## config.mk

```make
export PLATFORM = sky130hd
export DESIGN_NAME = uart_ctrl
export DESIGN_NICKNAME = d
export VERILOG_FILES = /design/src/rtl/uart_ctrl.sv
export SDC_FILE = /design/constraint.sdc
export NUM_CORES = 1
export LEC_CHECK = 0
export ABC_AREA = 1
export CORE_UTILIZATION = 34
export CTS_CLUSTER_DIAMETER = 150
export DETAILED_ROUTE_END_ITERATION = 10
export PLACE_DENSITY = 0.48
export SKIP_LAST_GASP = 1
export SLEW_MARGIN = 5
export SYNTH_ARGS = -nofsm -noshare
export SYNTH_HDL_FRONTEND = slang
export SYNTH_SLANG_ARGS = --single-unit
```

## constraint.sdc

```tcl
create_clock -name clk -period 2.2 [get_ports clk]
set_input_delay 0.66 -clock clk [delete_from_list [all_inputs] [get_ports clk]]
set_output_delay 0.66 -clock clk [all_outputs]
set_load 0.05 [all_outputs]
```

## src/rtl/uart_ctrl.sv

```systemverilog
// UART controller: TX/RX byte FIFOs feeding 8N1 serial transmit and receive engines.
// Bridge strobes are active-low; the RX FIFO head is show-ahead and reads 0 when empty.

module uart_ctrl #(
   parameter int unsigned CLK_FREQ = 50000000,
   parameter int unsigned BAUD     = 9600,
   parameter int unsigned TX_DEPTH = 4,
   parameter int unsigned RX_DEPTH = 4
) (
   input  logic       clk,
   input  logic       rst_n,
   input  logic       uart_we_n,
   input  logic       uart_re_n,
   input  logic [7:0] uart_tx_data,
   output logic       uart_tx_ready,
   output logic       uart_rx_ready,
   output logic [7:0] uart_rx_data,
   output logic       rx_err,
   output logic       txd,
   input  logic       rxd
);

   localparam int unsigned DIV = CLK_FREQ / BAUD;
   localparam int unsigned CW  = $clog2(DIV);
   localparam int unsigned TAW = $clog2(TX_DEPTH);
   localparam int unsigned RAW = $clog2(RX_DEPTH);
   localparam logic [CW-1:0] CntLast = CW'(DIV - 1);
   localparam logic [CW-1:0] CntMid  = CW'(DIV / 2 - 1);

   typedef enum logic [1:0] {StIdle, StStart, StData, StStop} state_e;

   logic [7:0]    tx_mem_q [TX_DEPTH];
   logic [TAW:0]  tx_wptr_q, tx_rptr_q;
   logic          tx_empty, tx_full, tx_push, tx_pop, tx_cnt_last;
   logic [7:0]    tx_head;
   state_e        tx_state_q;
   logic [CW-1:0] tx_cnt_q;
   logic [2:0]    tx_idx_q;
   logic [7:0]    tx_sh_q;
   logic          txd_q;

   logic [7:0]    rx_mem_q [RX_DEPTH];
   logic [RAW:0]  rx_wptr_q, rx_rptr_q;
   logic          rx_empty, rx_full, rx_push, rx_pop, rx_cnt_last, rx_fall;
   logic          rx_s1_q, rx_s2_q, rx_prev_q;
   state_e        rx_state_q;
   logic [CW-1:0] rx_cnt_q;
   logic [2:0]    rx_idx_q;
   logic [7:0]    rx_sh_q;
   logic          rx_err_q;

   // The engine pops whenever it is about to start a frame: from idle, or at the end of a stop bit.
   always_comb begin
      tx_cnt_last = (tx_cnt_q == CntLast);
      tx_empty    = (tx_wptr_q == tx_rptr_q);
      tx_full     = (tx_wptr_q[TAW] != tx_rptr_q[TAW]) &&
                    (tx_wptr_q[TAW-1:0] == tx_rptr_q[TAW-1:0]);
      tx_pop      = !tx_empty && ((tx_state_q == StIdle) || ((tx_state_q == StStop) && tx_cnt_last));
      tx_push     = !uart_we_n && (!tx_full || tx_pop);
      tx_head     = tx_mem_q[tx_rptr_q[TAW-1:0]];
   end

   always_comb begin
      rx_cnt_last = (rx_cnt_q == CntLast);
      rx_empty    = (rx_wptr_q == rx_rptr_q);
      rx_full     = (rx_wptr_q[RAW] != rx_rptr_q[RAW]) &&
                    (rx_wptr_q[RAW-1:0] == rx_rptr_q[RAW-1:0]);
      rx_pop      = !uart_re_n && !rx_empty;
      rx_push     = (rx_state_q == StStop) && rx_cnt_last && rx_s2_q && (!rx_full || rx_pop);
      rx_fall     = rx_prev_q && !rx_s2_q;
   end

   assign uart_tx_ready = !tx_full;
   assign uart_rx_ready = !rx_empty;
   assign uart_rx_data  = rx_empty ? 8'h00 : rx_mem_q[rx_rptr_q[RAW-1:0]];
   assign rx_err        = rx_err_q;
   assign txd           = txd_q;

   always_ff @(posedge clk) begin
      if (tx_push) tx_mem_q[tx_wptr_q[TAW-1:0]] <= uart_tx_data;
      if (rx_push) rx_mem_q[rx_wptr_q[RAW-1:0]] <= rx_sh_q;
   end

   always_ff @(posedge clk or negedge rst_n) begin
      if (!rst_n) begin
         tx_wptr_q <= '0;
         tx_rptr_q <= '0;
         rx_wptr_q <= '0;
         rx_rptr_q <= '0;
      end else begin
         if (tx_push) tx_wptr_q <= tx_wptr_q + 1'b1;
         if (tx_pop)  tx_rptr_q <= tx_rptr_q + 1'b1;
         if (rx_push) rx_wptr_q <= rx_wptr_q + 1'b1;
         if (rx_pop)  rx_rptr_q <= rx_rptr_q + 1'b1;
      end
   end

   always_ff @(posedge clk or negedge rst_n) begin
      if (!rst_n) begin
         tx_state_q <= StIdle;
         tx_cnt_q   <= '0;
         tx_idx_q   <= '0;
         tx_sh_q    <= '0;
         txd_q      <= 1'b1;
      end else begin
         unique case (tx_state_q)
            StIdle: begin
               if (tx_pop) begin
                  tx_sh_q    <= tx_head;
                  txd_q      <= 1'b0;
                  tx_cnt_q   <= '0;
                  tx_state_q <= StStart;
               end
            end
            StStart: begin
               if (tx_cnt_last) begin
                  tx_cnt_q   <= '0;
                  tx_idx_q   <= '0;
                  txd_q      <= tx_sh_q[0];
                  tx_state_q <= StData;
               end else begin
                  tx_cnt_q <= tx_cnt_q + CW'(1);
               end
            end
            StData: begin
               if (tx_cnt_last) begin
                  tx_cnt_q <= '0;
                  tx_sh_q  <= {1'b0, tx_sh_q[7:1]};
                  if (tx_idx_q == 3'd7) begin
                     txd_q      <= 1'b1;
                     tx_state_q <= StStop;
                  end else begin
                     tx_idx_q <= tx_idx_q + 3'd1;
                     txd_q    <= tx_sh_q[1];
                  end
               end else begin
                  tx_cnt_q <= tx_cnt_q + CW'(1);
               end
            end
            StStop: begin
               if (tx_cnt_last) begin
                  tx_cnt_q <= '0;
                  // Back-to-back frames: reload straight into the next start bit.
                  if (tx_pop) begin
                     tx_sh_q    <= tx_head;
                     txd_q      <= 1'b0;
                     tx_state_q <= StStart;
                  end else begin
                     tx_state_q <= StIdle;
                  end
               end else begin
                  tx_cnt_q <= tx_cnt_q + CW'(1);
               end
            end
            default: tx_state_q <= StIdle;
         endcase
      end
   end

   always_ff @(posedge clk or negedge rst_n) begin
      if (!rst_n) begin
         rx_s1_q   <= 1'b1;
         rx_s2_q   <= 1'b1;
         rx_prev_q <= 1'b1;
      end else begin
         rx_s1_q   <= rxd;
         rx_s2_q   <= rx_s1_q;
         rx_prev_q <= rx_s2_q;
      end
   end

   always_ff @(posedge clk or negedge rst_n) begin
      if (!rst_n) begin
         rx_state_q <= StIdle;
         rx_cnt_q   <= '0;
         rx_idx_q   <= '0;
         rx_sh_q    <= '0;
         rx_err_q   <= 1'b0;
      end else begin
         rx_err_q <= 1'b0;
         unique case (rx_state_q)
            StIdle: begin
               if (rx_fall) begin
                  rx_cnt_q   <= '0;
                  rx_state_q <= StStart;
               end
            end
            StStart: begin
               // Mid-bit recheck filters glitches shorter than half a bit.
               if (rx_cnt_q == CntMid) begin
                  rx_cnt_q   <= '0;
                  rx_idx_q   <= '0;
                  rx_state_q <= rx_s2_q ? StIdle : StData;
               end else begin
                  rx_cnt_q <= rx_cnt_q + CW'(1);
               end
            end
            StData: begin
               if (rx_cnt_last) begin
                  rx_cnt_q <= '0;
                  rx_sh_q  <= {rx_s2_q, rx_sh_q[7:1]};
                  if (rx_idx_q == 3'd7) rx_state_q <= StStop;
                  else                  rx_idx_q   <= rx_idx_q + 3'd1;
               end else begin
                  rx_cnt_q <= rx_cnt_q + CW'(1);
               end
            end
            StStop: begin
               if (rx_cnt_last) begin
                  rx_cnt_q   <= '0;
                  rx_state_q <= StIdle;
                  rx_err_q   <= !rx_s2_q || (rx_full && !rx_pop);
               end else begin
                  rx_cnt_q <= rx_cnt_q + CW'(1);
               end
            end
            default: rx_state_q <= StIdle;
         endcase
      end
   end

endmodule

```

# ---- Word-level counts from Yosys, hierarchy flattened
# Memory sizes are Yosys's and may differ from the RTL's.
# Index checks and enable logic that the tools add are counted.
dict set report op_classes {
  add_sub_neg 8
  mul 0
  div 0
  order_cmp 0
  eq_ne 29
  shifts 0
  mux 46
  n_bitwise 0
  n_reduce_logical 37
}
# op n
set ops {}
lappend ops {{$mux 13} 5}
lappend ops {{$pmux 13 s3} 1}
lappend ops {{$mux 8} 4}
lappend ops {{$add 13x1->13 const B} 2}
lappend ops {{$eq 13x13->1 const B} 2}
lappend ops {{$pmux 13 s2} 1}
lappend ops {{$ne 2x2->1 const B} 12}
lappend ops {{$pmux 8 s3} 1}
lappend ops {{$mux 2} 11}
lappend ops {{$add 3x1->3 const B} 6}
lappend ops {{$mux 3} 6}
lappend ops {{$pmux 2 s4} 2}
lappend ops {{$eq 13x12->1 const B} 1}
lappend ops {{$mux 1} 12}
lappend ops {{$pmux 3 s2} 2}
lappend ops {{$logic_and 1x1->1} 11}
lappend ops {{$reduce_and 5->1} 2}
lappend ops {{$eq 2x2->1 const B} 4}
lappend ops {{$logic_not 1->1} 8}
lappend ops {{$reduce_and 4->1} 2}
lappend ops {{$eq 3x3->1} 2}
lappend ops {{$eq 3x3->1 const B} 2}
lappend ops {{$reduce_and 3->1} 2}
lappend ops {{$eq 2x1->1 const B} 2}
lappend ops {{other kinds (10)} 17}
dict set report word_totals {
  register_bits 69
  latchBits 0
  ram_bits 64
  rom_bits 0
  inputBits 13
  out_inout_bits 12
  elab_cells 139
  memories 2
}
# name words word_bits rd rd_ports_with_merged_regs write_ports line_no
set mem_list {}
lappend mem_list {rx_mem_q 4 8 1 0 1 42} ;# logic [7:0] rx_mem_q [RX_DEPTH];
lappend mem_list {tx_mem_q 4 8 1 0 1 32} ;# logic [7:0] tx_mem_q [TX_DEPTH];

# ---- Logic depth before layout (Yosys ltp)
# Gate-level depths: netlist of run 1.
dict set report logic_depth {
  depth_word 8
  mapped_depth 12
  ltp_nobuf 11
}

# ---- Worst setup path after synthesis of run 1
# No wires, ideal clock.
dict set report synth_timing {
  kind {reg-to-output}
  from {register rx_rptr_q[0]}
  to {output uart_rx_data[0]}
  t_arrival_ps 1522
  required_ps 1540
  path_slack_ps 18
  stages_incl_launch_ff 9
  path_buffers 2
  path_cell_list {dfrtp_1 > buf_2 > inv_1 > nand2_1 > a22oi_2 > nand2_1 > buf_2 > nand2_1 > inv_1}
}
dict set report synth_between {
  elab_chain_len 2
  word_cells_on_any_way 3
  cone_classes {eq/ne (1); mux (1); memory (1)}
}
# item line_no
set synth_rtl {}
lappend synth_rtl {{start, declared} 43} ;# logic [RAW:0] rx_wptr_q, rx_rptr_q;
lappend synth_rtl {{start signal, assigned} 94} ;# if (rx_pop) rx_rptr_q <= rx_rptr_q + 1'b1;
lappend synth_rtl {{$mem_v2 4x8 or $eq 3x3->1 (tied branches)} --}
lappend synth_rtl {{$mux 8 *} 75} ;# assign uart_rx_data = rx_empty ? 8'h00 : rx_mem_q[rx_rptr_q[RAW-1:0]];
lappend synth_rtl {{end, declared} 17} ;# output logic [7:0] uart_rx_data,
# Every way passes the cells marked *; elsewhere a longest branch is shown, timed or not.

# ---- Worst setup path in the final report of run 1
dict set report layout_timing {
  from {register rx_rptr_q[1]}
  to {output uart_rx_data[3]}
}
# Same word-level chain as after synthesis.

==> flow_summary.json, run 1 <==
{
  "dp_hpwl_um": 9110,
  "ios": 25,
  "synth_warnings": 0,
  "fin_setup_tns_ns": -1.11,
  "totalWireLength_um": 13300,
  "worst_slew_pin_slew_ns": 0.559,
  "vias_per_cell": 4.82,
  "required_ns": 1.54,
  "finalWorstSetupSlack_ns": -0.138,
  "syn_area_sq_um": 6390,
  "syn_avg_cell_area_sq_um": 9.67,
  "first_pass_iters": 6,
  "whs_ns": 0.255,
  "drv_slew": 0,
  "min_period_ns": 2.34,
  "end_kind": "output pin",
  "grt_pass1_wl_um": 23000,
  "ys_seq_elements": 133,
  "cp_slowest_stage_delay_ns": 0.42,
  "synth_area_leaders": "edfxtp_1, dfrtp_1, nand2_1",
  "drt_iter0_drc": 361,
  "post-route-drc-count": 0,
  "drive_gt1_share_pct": 18.6,
  "crit_slowest_cell": "dfrtp_1",
  "ys_async_sr_fraction_pct": 51.9,
  "rsz0062_at_grt": "yes",
  "grt_max_degree": 70,
  "rr_endpoint": "tx_mem_q[2][5]$_DFFE_PP_",
  "rows": 49,
  "p_leak_nw": 3.48,
  "yosysMostFrequentCell": "nand2_1",
  "areaGrowthSynthToFinish_pct": 23.8,
  "ys_seq_area_share_pct": 57.2,
  "n_antenna_cell": 0,
  "die_w_um": 139,
  "synthTopCellsByCount": "nand2_1, inv_1, nor2_1",
  "ys_types": 43,
  "core_area_sq_um": 18200,
  "yosys.area.top_type": "edfxtp_1",
  "cp_max_fo": 5,
  "netlist.area_leader.share_pct": 30.1,
  "skew_ns": 0.00900,
  "hold_path_class": "in -> async",
  "worstSetupPathType": "reg -> out",
  "port_buffers": 24,
  "syn_nets": 695,
  "cp.arrival_ns": 1.68,
  "clkSlewWorstSetupHoldPaths_ns": 0.06,
  "post-route-period-util_pct": 106,
  "cts_sinks": 133,
  "reg2reg_depth": 9,
  "synthCells": 661,
  "power.total_mw": 10.7,
  "antenna_found_initial": 0,
  "root_buffer": "clkbuf_16",
  "postRouteAntennaNets": 0,
  "grt_remaining_overflow": 0,
  "powerDensity_nw_per_um2": 1350,
  "cap_violations": 0,
  "r2r-start": "tx_state_q[0]$_DFFE_PN0P_",
  "vdd_drop_max_v": 0.000592,
  "place_congestion": 0.822,
  "grt_usage_pct": 15.0,
  "worst-r2r-setup-slack_ns": 0.20,
  "wl_per_cell_um": 13.8,
  "synth_edf_count": 64,
  "setup_viol": 9,
  "cts_tree": "done",
  "dieArea_sq_um": 19400,
  "cts_buffer_depth": 2,
  "status": "complete, but fails checks",
  "p_sw_share_pct": 37.5,
  "die_y_um": 139,
  "p_int_mw": 6.66,
  "relSlewSlack_pct": 62.4,
  "seq_power_share_pct": 31.0,
  "ys.flop_type": "dfrtp_1",
  "cts_buffers": 17,
  "clock.fmax_ghz": 0.428,
  "worst_setup_path_start_kind": "flip-flop",
  "h-tree-depth": 4,
  "grt_pass1_vias": 4745,
  "finalHoldViolCount": 0,
  "path_cells": "inv_2 -> nand2_2 -> a22oi_2 -> buf_6 -> nand2_8 -> nand2_1 -> inv_1 -> buf_12",
  "pwr-share-clk_pct": 28.1,
  "worstSkewPairLatency_ns": 0.41,
  "preCtsSetupSlack_ns": 0.00880,
  "pwr-share-comb_pct": 40.9,
  "nNetsFinal": 759,
  "violations": "negative setup slack",
  "dr_total_vias": 4657,
  "p_sw_mw": 3.99,
  "start_util_pct": 35.1
}
-- cells in the final DEF, fill, tap and decap left out, drive strengths merged, types with 9 or more instances in the layout --
cell / count
clkbuf: 17
nand2: 159
inv: 79
clkdlybuf4s50: 11
ha: 21
o21ai: 63
buf: 45
dfrtp: 65
xor2: 9
edfxtp: 64
o22ai: 25
nand3: 43
nor2: 72
nor3: 12
-- worst max-delay path by stage --
stage / startpoint / end / slack, ns
floorplan: rx_rptr_q[0]$_DFFE_PN0P_ / uart_rx_data[0] / 0.02
global placement: uart_re_n / rx_mem_q[2][5]$_DFFE_PP_ / 0.006
detailed placement: uart_re_n / rx_mem_q[2][0]$_DFFE_PP_ / 0.009
CTS: rx_rptr_q[0]$_DFFE_PN0P_ / uart_rx_data[3] / -0.12
global route: rx_wptr_q[1]$_DFFE_PN0P_ / uart_rx_data[7] / -0.27
finish: rx_rptr_q[1]$_DFFE_PN0P_ / uart_rx_data[3] / -0.14
-- sequential cells by signal (all words and copies together) (netlist names), 8 cells and up, named ones only --
register and cells:
rx_mem_q 32, tx_mem_q 32, rx_cnt_q 13, tx_cnt_q 13
rx_sh_q 8, tx_sh_q 8
-- metal layers --
layer / up-vias / wire length, um / global-route usage (%)
met5: - / 0 / 0
met4: 0 / 151 / 4.62
met3: 16 / 502 / 4.11
met2: 69 / 6500 / 25.7
met1: 2221 / 6180 / 18.5
li1: 2351 / - / -
-- metrics by stage --
| stage | area [sq um] | util [%] | instances |
|---|---|---|---|
| floorplan | 6390 | - | 661 |
| global route | 7910 | 43.5 | 967 |
| CTS | 7790 | 42.8 | 960 |
| global placement | 7090 | 38.9 | 922 |
| finish | 7910 | 43.5 | 967 |
| detailed placement | 7090 | 38.9 | 922 |
-- power by group through the flow --
stage          Combinational, mW  Sequential [mW]  Clock, mW
3_5_place_dp                4.09             3.35          0
3_3_place_gp                4.03             3.34          0
2_1_floorplan               2.83             3.30          0
6_report                    4.36             3.30       2.99
4_1_cts                     4.19             3.31       3.07
5_1_grt                     4.84             3.35       3.17
-- critical path, delay by kind of cell, from the launching register on --
kind                   cells  cell delay [ns]
flip-flops                 1             0.42
AND/OR/NAND/NOR            3             0.21
buffers and inverters      4             0.46
AO/OA/AOI/OAI              1             0.17
-- area by class of cell --
type / count / area, sq um
fillers: 1683 / 10300
flip-flops and latches: 133 / 3660
multi-input cells: 440 / 2450
repair buffers: 57 / 607
clock buffers: 17 / 425
well taps: 229 / 287
inverters: 76 / 285
clock inverters: 15 / 201
-- cell families (layout without fill, tap and decap cells) --
logic type	after synthesis	after routing	synth area share, %
compound gates	102	102	9.40
xor+xnor	17	17	2.56
fa+ha+maj	21	21	4.11
buf+inv	89	165	5.73
flops	133	133	57.2
mux	6	6	0.940
simple gates	293	294	20.1
-- repair_timing --
item,in CTS,in global routing
endpoints found under the hold margin,0,0
pin swaps,2,4
endpoints found under the setup margin,11,34
resized for setup,16,22
gates cloned,1,0
setup buffers,5,7
hold buffers,0,0
Power figures use the tool's default switching activity.
==> run 2, diff against run 1 <==
--- a/config.mk
+++ b/config.mk
@@ -6,6 +6,7 @@
 export NUM_CORES = 1
 export LEC_CHECK = 0
 export ABC_AREA = 1
+export CAP_MARGIN = 20
 export CORE_UTILIZATION = 34
 export CTS_CLUSTER_DIAMETER = 150
 export DETAILED_ROUTE_END_ITERATION = 10
==> results of run 2 <==
Final layout, timing and power as in run 1 (identical DEF).
